### config.mk
export PLATFORM = sky130hd
export DESIGN_NAME = ee354_detour_monitor
export DESIGN_NICKNAME = d
export VERILOG_FILES = /design/src/rtl/ee354_detour_pkg.sv /design/src/rtl/ee354_detour_lamp_decode.sv /design/src/rtl/ee354_detour_monitor.sv
export SDC_FILE = /design/constraint.sdc
export NUM_CORES = 1
export LEC_CHECK = 0
export CELL_PAD_IN_SITES_DETAIL_PLACEMENT = 0
export CELL_PAD_IN_SITES_GLOBAL_PLACEMENT = 1
export CORE_MARGIN = 4
export CORE_UTILIZATION = 38
export DETAILED_ROUTE_END_ITERATION = 10
export GPL_TIMING_DRIVEN = 1
export PLACE_DENSITY = 0.8
export SYNTH_ARGS = -nofsm -noshare
export SYNTH_HDL_FRONTEND = slang
export SYNTH_SLANG_ARGS = --single-unit
export TNS_END_PERCENT = 1
### constraint.sdc
create_clock -name Clk -period 2.4 [get_ports Clk]
set_clock_uncertainty 0.1 [all_clocks]
set_input_delay 0.72 -clock Clk [delete_from_list [all_inputs] [get_ports Clk]]
set_output_delay 0.72 -clock Clk [all_outputs]
set_load 0.1 [all_outputs]
### src/rtl/ee354_detour_pkg.sv
// ----------------------------------------------------------------------------
// ee354_detour_pkg
// Shared definitions for the detour-sign lamp bus monitor.
//   - lamp pattern constants for the bus {GLL, GL, GR, GRR}
//   - one-hot FSM state encoding for the monitor
//   - sweep direction constants
//   - decoded-lamp record produced by ee354_detour_lamp_decode
// ----------------------------------------------------------------------------
package ee354_detour_pkg;

    // Lamp patterns, bit order {GLL, GL, GR, GRR}
    localparam logic [3:0] PAT_IDLE = 4'b0000;
    localparam logic [3:0] PAT_R1   = 4'b1000;
    localparam logic [3:0] PAT_R12  = 4'b1100;
    localparam logic [3:0] PAT_R123 = 4'b1110;
    localparam logic [3:0] PAT_L1   = 4'b0001;
    localparam logic [3:0] PAT_L12  = 4'b0011;
    localparam logic [3:0] PAT_L123 = 4'b0111;

    // Sweep direction
    localparam logic DIR_L = 1'b1;
    localparam logic DIR_R = 1'b0;

    // Monitor FSM, one-hot
    typedef enum logic [4:0] {
        ST_RESYNC = 5'b00001,
        ST_IDLE   = 5'b00010,
        ST_S1     = 5'b00100,
        ST_S12    = 5'b01000,
        ST_S123   = 5'b10000
    } state_t;

    // Decoded lamp pattern. step is 1..3 for sweep steps, 0 for idle/illegal.
    typedef struct packed {
        logic       legal;
        logic       is_idle;
        logic       dir;
        logic [1:0] step;
    } lamp_dec_t;

endpackage

### src/rtl/ee354_detour_lamp_decode.sv
// ----------------------------------------------------------------------------
// ee354_detour_lamp_decode
// Combinational decode of one lamp pattern into legality, idle flag, sweep
// direction and step number.
//   pattern : in  4  lamp vector {GLL, GL, GR, GRR}
//   dec     : out    {legal, is_idle, dir, step[1:0]}
// ----------------------------------------------------------------------------
module ee354_detour_lamp_decode
    import ee354_detour_pkg::*;
(
    input  logic [3:0] pattern,
    output lamp_dec_t  dec
);

    always_comb begin
        dec = '0;
        case (pattern)
            PAT_IDLE: begin
                dec.legal   = 1'b1;
                dec.is_idle = 1'b1;
            end
            PAT_R1: begin
                dec.legal = 1'b1;
                dec.dir   = DIR_R;
                dec.step  = 2'd1;
            end
            PAT_R12: begin
                dec.legal = 1'b1;
                dec.dir   = DIR_R;
                dec.step  = 2'd2;
            end
            PAT_R123: begin
                dec.legal = 1'b1;
                dec.dir   = DIR_R;
                dec.step  = 2'd3;
            end
            PAT_L1: begin
                dec.legal = 1'b1;
                dec.dir   = DIR_L;
                dec.step  = 2'd1;
            end
            PAT_L12: begin
                dec.legal = 1'b1;
                dec.dir   = DIR_L;
                dec.step  = 2'd2;
            end
            PAT_L123: begin
                dec.legal = 1'b1;
                dec.dir   = DIR_L;
                dec.step  = 2'd3;
            end
            default: dec = '0;
        endcase
    end

endmodule

### src/rtl/ee354_detour_monitor.sv
// ----------------------------------------------------------------------------
// ee354_detour_monitor
// Receive-side checker for the detour-sign lamp bus. Registers the lamps,
// tracks sweep progress, counts completed sweeps and raises sticky flags for
// illegal patterns, out-of-order steps and stalled sequences.
//
// Ports:
//   Clk         : in   system clock
//   reset       : in   asynchronous active-high reset
//   GLL/GL/GR/GRR : in lamp bus, far left .. far right
//   clr_err     : in   synchronous clear of the sticky error flags
//   dir_valid   : out  a direction has been decoded since the last resync
//   dir_L_Rbar  : out  1 = left sweep, 0 = right sweep
//   sweep_done  : out  one-cycle pulse per completed sweep
//   sweep_cnt   : out  saturating completed-sweep count
//   err_illegal : out  sticky, pattern outside the decode table
//   err_seq     : out  sticky, legal pattern out of order
//   err_stall   : out  sticky, non-idle pattern held STALL_MAX samples
//
// state     | meaning
// ----------+------------------------------------------------------------
// ST_RESYNC | after reset/error; wait for all lamps off, no checking
// ST_IDLE   | lamps off; next sweep may start in either direction
// ST_S1     | first lamp of the latched direction seen
// ST_S12    | first two lamps seen
// ST_S123   | all three lamps seen; all-off completes the sweep
// ----------------------------------------------------------------------------
module ee354_detour_monitor
    import ee354_detour_pkg::*;
#(
    parameter int CNT_W     = 8,
    parameter int STALL_MAX = 16
)
(
    input  logic             Clk,
    input  logic             reset,
    input  logic             GLL,
    input  logic             GL,
    input  logic             GR,
    input  logic             GRR,
    input  logic             clr_err,
    output logic             dir_valid,
    output logic             dir_L_Rbar,
    output logic             sweep_done,
    output logic [CNT_W-1:0] sweep_cnt,
    output logic             err_illegal,
    output logic             err_seq,
    output logic             err_stall
);

    localparam int STALL_W = (STALL_MAX > 2) ? $clog2(STALL_MAX) : 1;
    // The counter holds the number of repeats after the first sample of a
    // step, so the STALL_MAX-th identical sample arrives with it at STALL_MAX-2.
    localparam logic [STALL_W-1:0] STALL_LAST = STALL_W'(STALL_MAX - 2);

    logic [3:0]         lamp_q;
    lamp_dec_t          dec;
    state_t             state, state_nxt;
    logic               dir, dir_nxt;
    logic [STALL_W-1:0] stall_cnt, stall_nxt;
    logic               valid_nxt, lr_nxt, done_nxt;
    logic [CNT_W-1:0]   cnt_nxt;
    logic               set_ill, set_seq, set_stall;
    logic [1:0]         cur_step;
    logic               is_repeat, is_next;

    ee354_detour_lamp_decode u_decode (
        .pattern (lamp_q),
        .dec     (dec)
    );

    always_comb begin
        case (state)
            ST_S1:   cur_step = 2'd1;
            ST_S12:  cur_step = 2'd2;
            ST_S123: cur_step = 2'd3;
            default: cur_step = 2'd0;
        endcase
    end

    assign is_repeat = dec.legal && !dec.is_idle && (dec.dir == dir)
                       && (dec.step == cur_step);
    assign is_next   = dec.legal && !dec.is_idle && (dec.dir == dir)
                       && (dec.step == cur_step + 2'd1);

    always_ff @(posedge Clk or posedge reset) begin
        if (reset) begin
            lamp_q      <= PAT_IDLE;
            state       <= ST_RESYNC;
            dir         <= DIR_R;
            stall_cnt   <= '0;
            dir_valid   <= 1'b0;
            dir_L_Rbar  <= 1'b0;
            sweep_done  <= 1'b0;
            sweep_cnt   <= '0;
            err_illegal <= 1'b0;
            err_seq     <= 1'b0;
            err_stall   <= 1'b0;
        end else begin
            lamp_q      <= {GLL, GL, GR, GRR};
            state       <= state_nxt;
            dir         <= dir_nxt;
            stall_cnt   <= stall_nxt;
            dir_valid   <= valid_nxt;
            dir_L_Rbar  <= lr_nxt;
            sweep_done  <= done_nxt;
            sweep_cnt   <= cnt_nxt;
            // A new error in the same cycle as clr_err keeps the flag set.
            err_illegal <= set_ill   | (err_illegal & ~clr_err);
            err_seq     <= set_seq   | (err_seq     & ~clr_err);
            err_stall   <= set_stall | (err_stall   & ~clr_err);
        end
    end

    always_comb begin
        state_nxt = state;
        dir_nxt   = dir;
        stall_nxt = stall_cnt;
        valid_nxt = dir_valid;
        lr_nxt    = dir_L_Rbar;
        done_nxt  = 1'b0;
        cnt_nxt   = sweep_cnt;
        set_ill   = 1'b0;
        set_seq   = 1'b0;
        set_stall = 1'b0;

        case (state)
            ST_RESYNC: begin
                valid_nxt = 1'b0;
                stall_nxt = '0;
                if (dec.is_idle) begin
                    state_nxt = ST_IDLE;
                end
            end

            ST_IDLE: begin
                stall_nxt = '0;
                if (!dec.legal) begin
                    set_ill = 1'b1;
                end else if (dec.is_idle) begin
                    state_nxt = ST_IDLE;
                end else if (dec.step == 2'd1) begin
                    state_nxt = ST_S1;
                    dir_nxt   = dec.dir;
                    valid_nxt = 1'b1;
                    lr_nxt    = dec.dir;
                end else begin
                    set_seq = 1'b1;
                end
            end

            ST_S1, ST_S12, ST_S123: begin
                if (!dec.legal) begin
                    set_ill = 1'b1;
                end else if (is_repeat) begin
                    if (stall_cnt == STALL_LAST) begin
                        set_stall = 1'b1;
                    end else begin
                        stall_nxt = stall_cnt + STALL_W'(1);
                    end
                end else if ((state == ST_S123) && dec.is_idle) begin
                    state_nxt = ST_IDLE;
                    done_nxt  = 1'b1;
                    stall_nxt = '0;
                    if (sweep_cnt != {CNT_W{1'b1}}) begin
                        cnt_nxt = sweep_cnt + CNT_W'(1);
                    end
                end else if ((state != ST_S123) && is_next) begin
                    state_nxt = (state == ST_S1) ? ST_S12 : ST_S123;
                    stall_nxt = '0;
                end else begin
                    set_seq = 1'b1;
                end
            end

            default: begin
                state_nxt = ST_RESYNC;
                valid_nxt = 1'b0;
                stall_nxt = '0;
            end
        endcase

        if (set_ill || set_seq || set_stall) begin
            state_nxt = ST_RESYNC;
            valid_nxt = 1'b0;
            stall_nxt = '0;
        end
    end

endmodule

# After elaboration in Yosys (flattened, before gate mapping)
# Index checks and enable logic that the tools add are counted.
# word_totals
regBits	27
input_bits	7
word_cells	114
out_inout_bits	14
# classes
n_reduce_logical	18
n_eq_ne	29
bitwise_logic	9
mux	45
n_addsub	3
# op_table
op	n
2-to-1 mux 5 bit	10
2-to-1 mux 4 bit	7
2-to-1 mux 1 bit	23
inequality test 3 bit (second input constant)	6
case mux 3 bit (6 select lines)	1
equality test 4 bit (second input constant)	4
case mux 5 bit (3 select lines)	1
inequality test 4 bit (second input constant)	3
inequality test 5 bit (second input constant)	2
adder 8 x 1 -> 8 bit (second input constant)	1
inequality test 8 bit (second input constant)	1
AND reduction 4 bit	2
OR reduction 7 bit	1
logical AND 1 bit	6
case mux 2 bit (3 select lines)	1
AND reduction 6 bit	1
equality test 5 x 1 -> 1 bit (second input constant)	1
equality test 5 x 2 -> 1 bit (second input constant)	1
equality test 5 x 3 -> 1 bit (second input constant)	1
equality test 5 x 4 -> 1 bit (second input constant)	1
equality test 5 bit (second input constant)	1
AND reduction 5 bit	1
adder 4 x 1 -> 4 bit (second input constant)	1
equality test 2 bit	2
other kinds (17)	25

# Depth between registers and ports, before layout
# logic_depth
word_depth	16
depth_mapped	8
ltp_nobuf	7

# By module
# Synthesis repeated with hierarchy kept, for this count alone.
# unflattened
hier_cells	159
area_unflattened_um2	1575.3
# modules_own_cells
mod	instances	seq_area_each_um2	cells_per_inst	area_per_inst_um2
ee354_detour_monitor	1	676.9	147	1490.2
ee354_detour_lamp_decode	1	0.0	12	85.1

# Least setup slack after synthesis
# Ideal clock, no wire load.
# synth_timing
path_kind	reg-to-reg
startpoint	reg dir
endpoint	reg state[0]
n_path_buf	0
arrival_ns	2.132
period_less_slack_ns	2.308
setup_time_ns	0.075
required_ns	2.225
stages_incl_launch_ff	7
setup_slack_ns	0.092
path_cell_list	dfrtp_1 > nor4b_1 > a31o_2 > nand4_1 > and4_4 > or3_4 > and2_4
# synth_via
elab_chain_cells	13
elab_cells_between_ends	23
classes_between	eq/ne: 7; mux: 9; reduce/logical: 7
# synth_lines
item	line_no	text
start, declared	ee354_detour_monitor.sv:59	logic dir, dir_nxt;
start signal, assigned	ee354_detour_monitor.sv:102	dir <= dir_nxt;
equality test 1 bit (*)	ee354_detour_monitor.sv:81, ee354_detour_monitor.sv:83	
logical AND 1 bit (*)	ee354_detour_monitor.sv:81, ee354_detour_monitor.sv:83	
logical AND 1 bit	ee354_detour_monitor.sv:84	&& (dec.step == cur_step + 2'd1);
logical AND 1 bit	ee354_detour_monitor.sv:168	end else if ((state != ST_S123) && is_next) begin
2-to-1 mux 1 bit	ee354_detour_monitor.sv:168	
2-to-1 mux 1 bit	ee354_detour_monitor.sv:161	end else if ((state == ST_S123) && dec.is_idle) begin
2-to-1 mux 1 bit	ee354_detour_monitor.sv:155	end else if (is_repeat) begin
2-to-1 mux 1 bit	ee354_detour_monitor.sv:153	if (!dec.legal) begin
case mux 1 bit (2 select lines)	ee354_detour_monitor.sv:127	case (state)
logical OR 1 bit (2 in series)	ee354_detour_monitor.sv:183	if (set_ill || set_seq || set_stall) begin
inequality test 4 bit (no source line) or inequality test 3 bit (tied branches)	--	
AND reduction 6 bit (no source line)	--	
end signal, assigned	ee354_detour_monitor.sv:101	state <= state_nxt;
end, declared	ee354_detour_monitor.sv:58	state_t state, state_nxt;
# Mark *: on every way between the ends. The rest lies on a longest branch, timed or not.
# A chain may end at the register's enable or synchronous reset.

# Final worst setup path
# layout_timing
startpoint	reg state[2]
endpoint	reg state[2]
# layout_via
elab_chain_cells	15
elab_cells_between_ends	39
classes_between	add/sub: 1; eq/ne: 14; mux: 15; reduce/logical: 9
# layout_lines
item	line_no	text
equality test 5 bit, or another cell as far along	ee354_detour_monitor.sv:73, ee354_detour_monitor.sv:127, ee354_detour_monitor.sv:161	
case mux 2 bit (3 select lines)	ee354_detour_monitor.sv:73	case (state)
adder 2 x 1 -> 2 bit	ee354_detour_monitor.sv:84	
equality test 2 bit	ee354_detour_monitor.sv:84	
logical AND 1 bit	ee354_detour_monitor.sv:84	
logical AND 1 bit	ee354_detour_monitor.sv:168	
2-to-1 mux 1 bit	ee354_detour_monitor.sv:168	
2-to-1 mux 1 bit	ee354_detour_monitor.sv:161	
2-to-1 mux 1 bit	ee354_detour_monitor.sv:155	
2-to-1 mux 1 bit	ee354_detour_monitor.sv:153	
case mux 1 bit (2 select lines)	ee354_detour_monitor.sv:127	
logical OR 1 bit (2 in series)	ee354_detour_monitor.sv:183	
inequality test 4 bit (no source line) or inequality test 3 bit (tied branches)	--	
AND reduction 6 bit (no source line)	--	
# Parallel ways exist; a longest one is shown, timed or not. The select of a mux whose other input is x is not followed.

==> flow_metrics.env <==
export IMPL_status="finished, final reports clean"
export IMPL_holdBufCountCts=0
export IMPL_syn2layout_area_growth_pct=31.5
export IMPL_worstSkewPairLatency_ns=0.27
export IMPL_stdcell_area_mm2=0.00206
export IMPL_ys_ff_latch=27
export IMPL_dp_hpwl_um=2700
export IMPL_grt_met2_usage=0.236
export IMPL_final_antenna_net_count=0
export IMPL_routed_wl_um=3680
export IMPL_ff2ff_path_depth=7
export IMPL_grt_util_met1=0.194
export IMPL_synth_top_area_frac=0.415
export IMPL_fill_cells=353
export IMPL_cp_slowest_cell="or3_1"
export IMPL_vias_per_cell=5.19
export IMPL_drtPass1Iterations=4
export IMPL_synth_most_common_cell="dfrtp_1"
export IMPL_synth_cell_types=49
export IMPL_synth_async_reset_ratio=1.00
export IMPL_cts_htree_levels=1
export IMPL_grt_max_degree=28
export IMPL_fmax_mhz=420
export IMPL_fp_row_count=23
export IMPL_timing_slew_headroom=0.705
export IMPL_slowest_delay_ns=0.44
export IMPL_ios=21
export IMPL_hold_violations=0
export IMPL_ff2ff_setup_slack_ns=0.02
export IMPL_tightestPinTransition_ns=0.441
export IMPL_p_int_mw=0.857
export IMPL_hold_class="register to register"
export IMPL_peakVddDrop_mv=0.388
export IMPL_synth_common_cells="dfrtp_1 (26), nor2_1 (14), nand2_1 (13), xnor2_1 (10), inv_1 (9)"
export IMPL_clk_pin_slew_ns=0.09
export IMPL_syn_area_per_cell_um2=9.93
export IMPL_grt_overflow=0
export IMPL_synth_edff_count=0
export IMPL_grt_util_all_layers=0.143
export IMPL_synthCells=158
export IMPL_r2r_start="state[2]"
export IMPL_setup_violations=0
export IMPL_place_congestion=0.881
export IMPL_rsz0062_at_grt="yes"
export IMPL_r2r_end="state[2]"
export IMPL_p_comb_frac=0.397
export IMPL_drt_iter0_markers=81
export IMPL_antenna_cells=0
export IMPL_power_frac_seq=0.408
export IMPL_groute_layer_met3_usage=0.0305
export IMPL_worst_setup_path_end_kind="register"
export IMPL_final_util=0.516
export IMPL_whs_endpoint="stall_cnt[0]"
export IMPL_cts_tree="done"
export IMPL_start_util=0.392
export IMPL_arrival_ns=2.49
export IMPL_worst_slack_ns=0.0210
export IMPL_syn_nets=168
export IMPL_p_clk_frac=0.195
export IMPL_crit_path_cell_trace="or3_1, or2_4, xor2_2, a31oi_1, and4_4, or2_2, o21ba_1"
export IMPL_synth_warning_count=0
export IMPL_dpl_cell_area_mm2=0.00189
export IMPL_fin_crit_ns=2.38
export IMPL_drc=0
export IMPL_cp_max_fo=4
export IMPL_ys_seq_area_frac=0.431
export IMPL_drv_slew=0
export IMPL_syn_area_mm2=0.00157
export IMPL_grt_pass1_vias=1260
export IMPL_coreArea_mm2=0.00400
export IMPL_switching_share=0.360
export IMPL_min_period_over_period=0.991
export IMPL_numClockSinks=27
export IMPL_synth_ff_type="dfrtp_1"
export IMPL_die_w_um=72.3
export IMPL_drive_gt1_frac=0.347
export IMPL_drv_cap=0
export IMPL_die_height_um=72.3
export IMPL_hold_worst_slack_ns=0.395
export IMPL_grt_most_used_layer="met2"
export IMPL_powerDensity_mw_per_mm2=649
export IMPL_fin_nets=204
export IMPL_critPathLaunchType="register"
export IMPL_cts_root_buf="clkbuf_8"
export IMPL_p_leak_nw=0.901
export IMPL_crit_required_ns=2.51
export IMPL_antenna_found_initial=0
export IMPL_via_count=1260
export IMPL_path_class="register to register"
export IMPL_synth_area_top_cells="dfrtp_1 (41%), xnor2_1 (5.6%), nor2_1 (3.3%)"
export IMPL_clk_path_buf_depth=2
export IMPL_cts_made_buffers=3
export IMPL_port_buffers=20
export IMPL_wl_per_cell_um=15.1
export IMPL_grt_pass1_wl_um=5920
export IMPL_die_area_mm2=0.00522
export IMPL_yosys_area_top_type="dfrtp_1"
export IMPL_power_switching_mw=0.481
export IMPL_place_ws_ns=-0.0252
export IMPL_holdCritStartpoint="stall_cnt[0]"
export IMPL_hold_depth=1
-- power by group through the flow --
stage	Clock, mW	Sequential, mW	Combinational [mW]
floorplan	0	0.606	0.257
global placement	0	0.546	0.436
detailed placement	0	0.550	0.439
CTS	0.265	0.540	0.441
global route	0.285	0.552	0.569
finish	0.261	0.546	0.532
-- flip-flops by register name, indices dropped and copies added (netlist names) --
signal       cells
err_illegal      1
state            5
err_seq          1
sweep_cnt        8
dir_valid        1
sweep_done       1
stall_cnt        4
dir              1
err_stall        1
lamp_q           4
-- worst max-delay path by stage --
stage / start / end / cells past startpoint
after CTS: state[3] / dir / 7
after global placement: state[4] / dir / 7
after detailed placement: state[4] / dir / 7
final: state[2] / state[2] / 7
after floorplan: dir / state[0] / 6
after global routing: state[4] / state[4] / 8
-- kinds of logic (layout without fill, tap and decap cells) --
logic type,count (synthesis),count (layout),share of synthesized area
AOI/OAI and AO/OA,22,22,0.113
DFF,27,27,0.431
and+or+nand+nor,70,70,0.258
adders and majority gates,4,4,0.0311
xor gates and xnor gates,17,17,0.0997
muxes,3,3,0.0199
buffers and inverters,15,50,0.0463
-- routing by layer --
metal | routed length (um) | up-vias
met2 | 1890 | 30
met4 | 44 | 0
met3 | 134 | 6
li1 | - | 617
met5 | 0 | -
met1 | 1610 | 607
-- layout by cell type (no fill, tap or decap), types with 2 or more instances in the layout --
master            n
dfrtp_2           4
or3_4             2
nor3b_2           2
nor3_2            2
buf_4            28
xnor2_1           8
inv_1             9
nor2b_1           3
buf_12            3
nand4_1           5
nor3b_1           2
nand2_1          13
nor3_1            3
a21oi_1           2
nand3_1           7
or3_1             3
ha_1              3
dfrtp_1          22
nor4b_1           2
a21o_1            2
clkdlybuf4s50_1   6
xor2_1            5
nor2_1           14
mux2i_1           2
clkbuf_8          3
o21ai_0           4
or2_2             2
xnor2_2           3
-- metrics by stage --
stage | power [mW] | instances | setup TNS (ns)
2_1_floorplan | 0.862 | 158 | 0
3_3_place_gp | 0.982 | 234 | 0
3_5_place_dp | 0.989 | 234 | -0.0252
4_1_cts | 1.25 | 238 | 0
5_1_grt | 1.41 | 243 | -0.307
6_report | 1.34 | 243 | 0
-- worst max-delay path: cells and delay by family (launching register included) --
| family | cells | cell delay [ns] |
|---|---|---|
| AOI/OAI and AO/OA | 2 | 0.33 |
| xor gates and xnor gates | 1 | 0.21 |
| and+or+nand+nor | 4 | 1.26 |
| DFF | 1 | 0.42 |
-- layout make-up --
type | instances | area (um2) | share of cell area
flip-flops and latches | 27 | 682 | 0.331
clock buffers | 3 | 41.3 | 0.0200
well taps | 50 | 62.6 | 0.0303
clock inverters | 1 | 7.51 | 0.00364
inverters | 9 | 33.8 | 0.0164
repair buffers | 37 | 330 | 0.160
multi-input cells | 116 | 906 | 0.439
-- repair_timing --
| action | 4_1_cts | 5_1_grt |
|---|---|---|
| buffers inserted | 0 | 5 |
| gates resized for setup | 2 | 15 |
| pin swaps | 0 | 2 |
| endpoints found under the setup margin | 2 | 10 |
(Power assumes the default switching activity.)
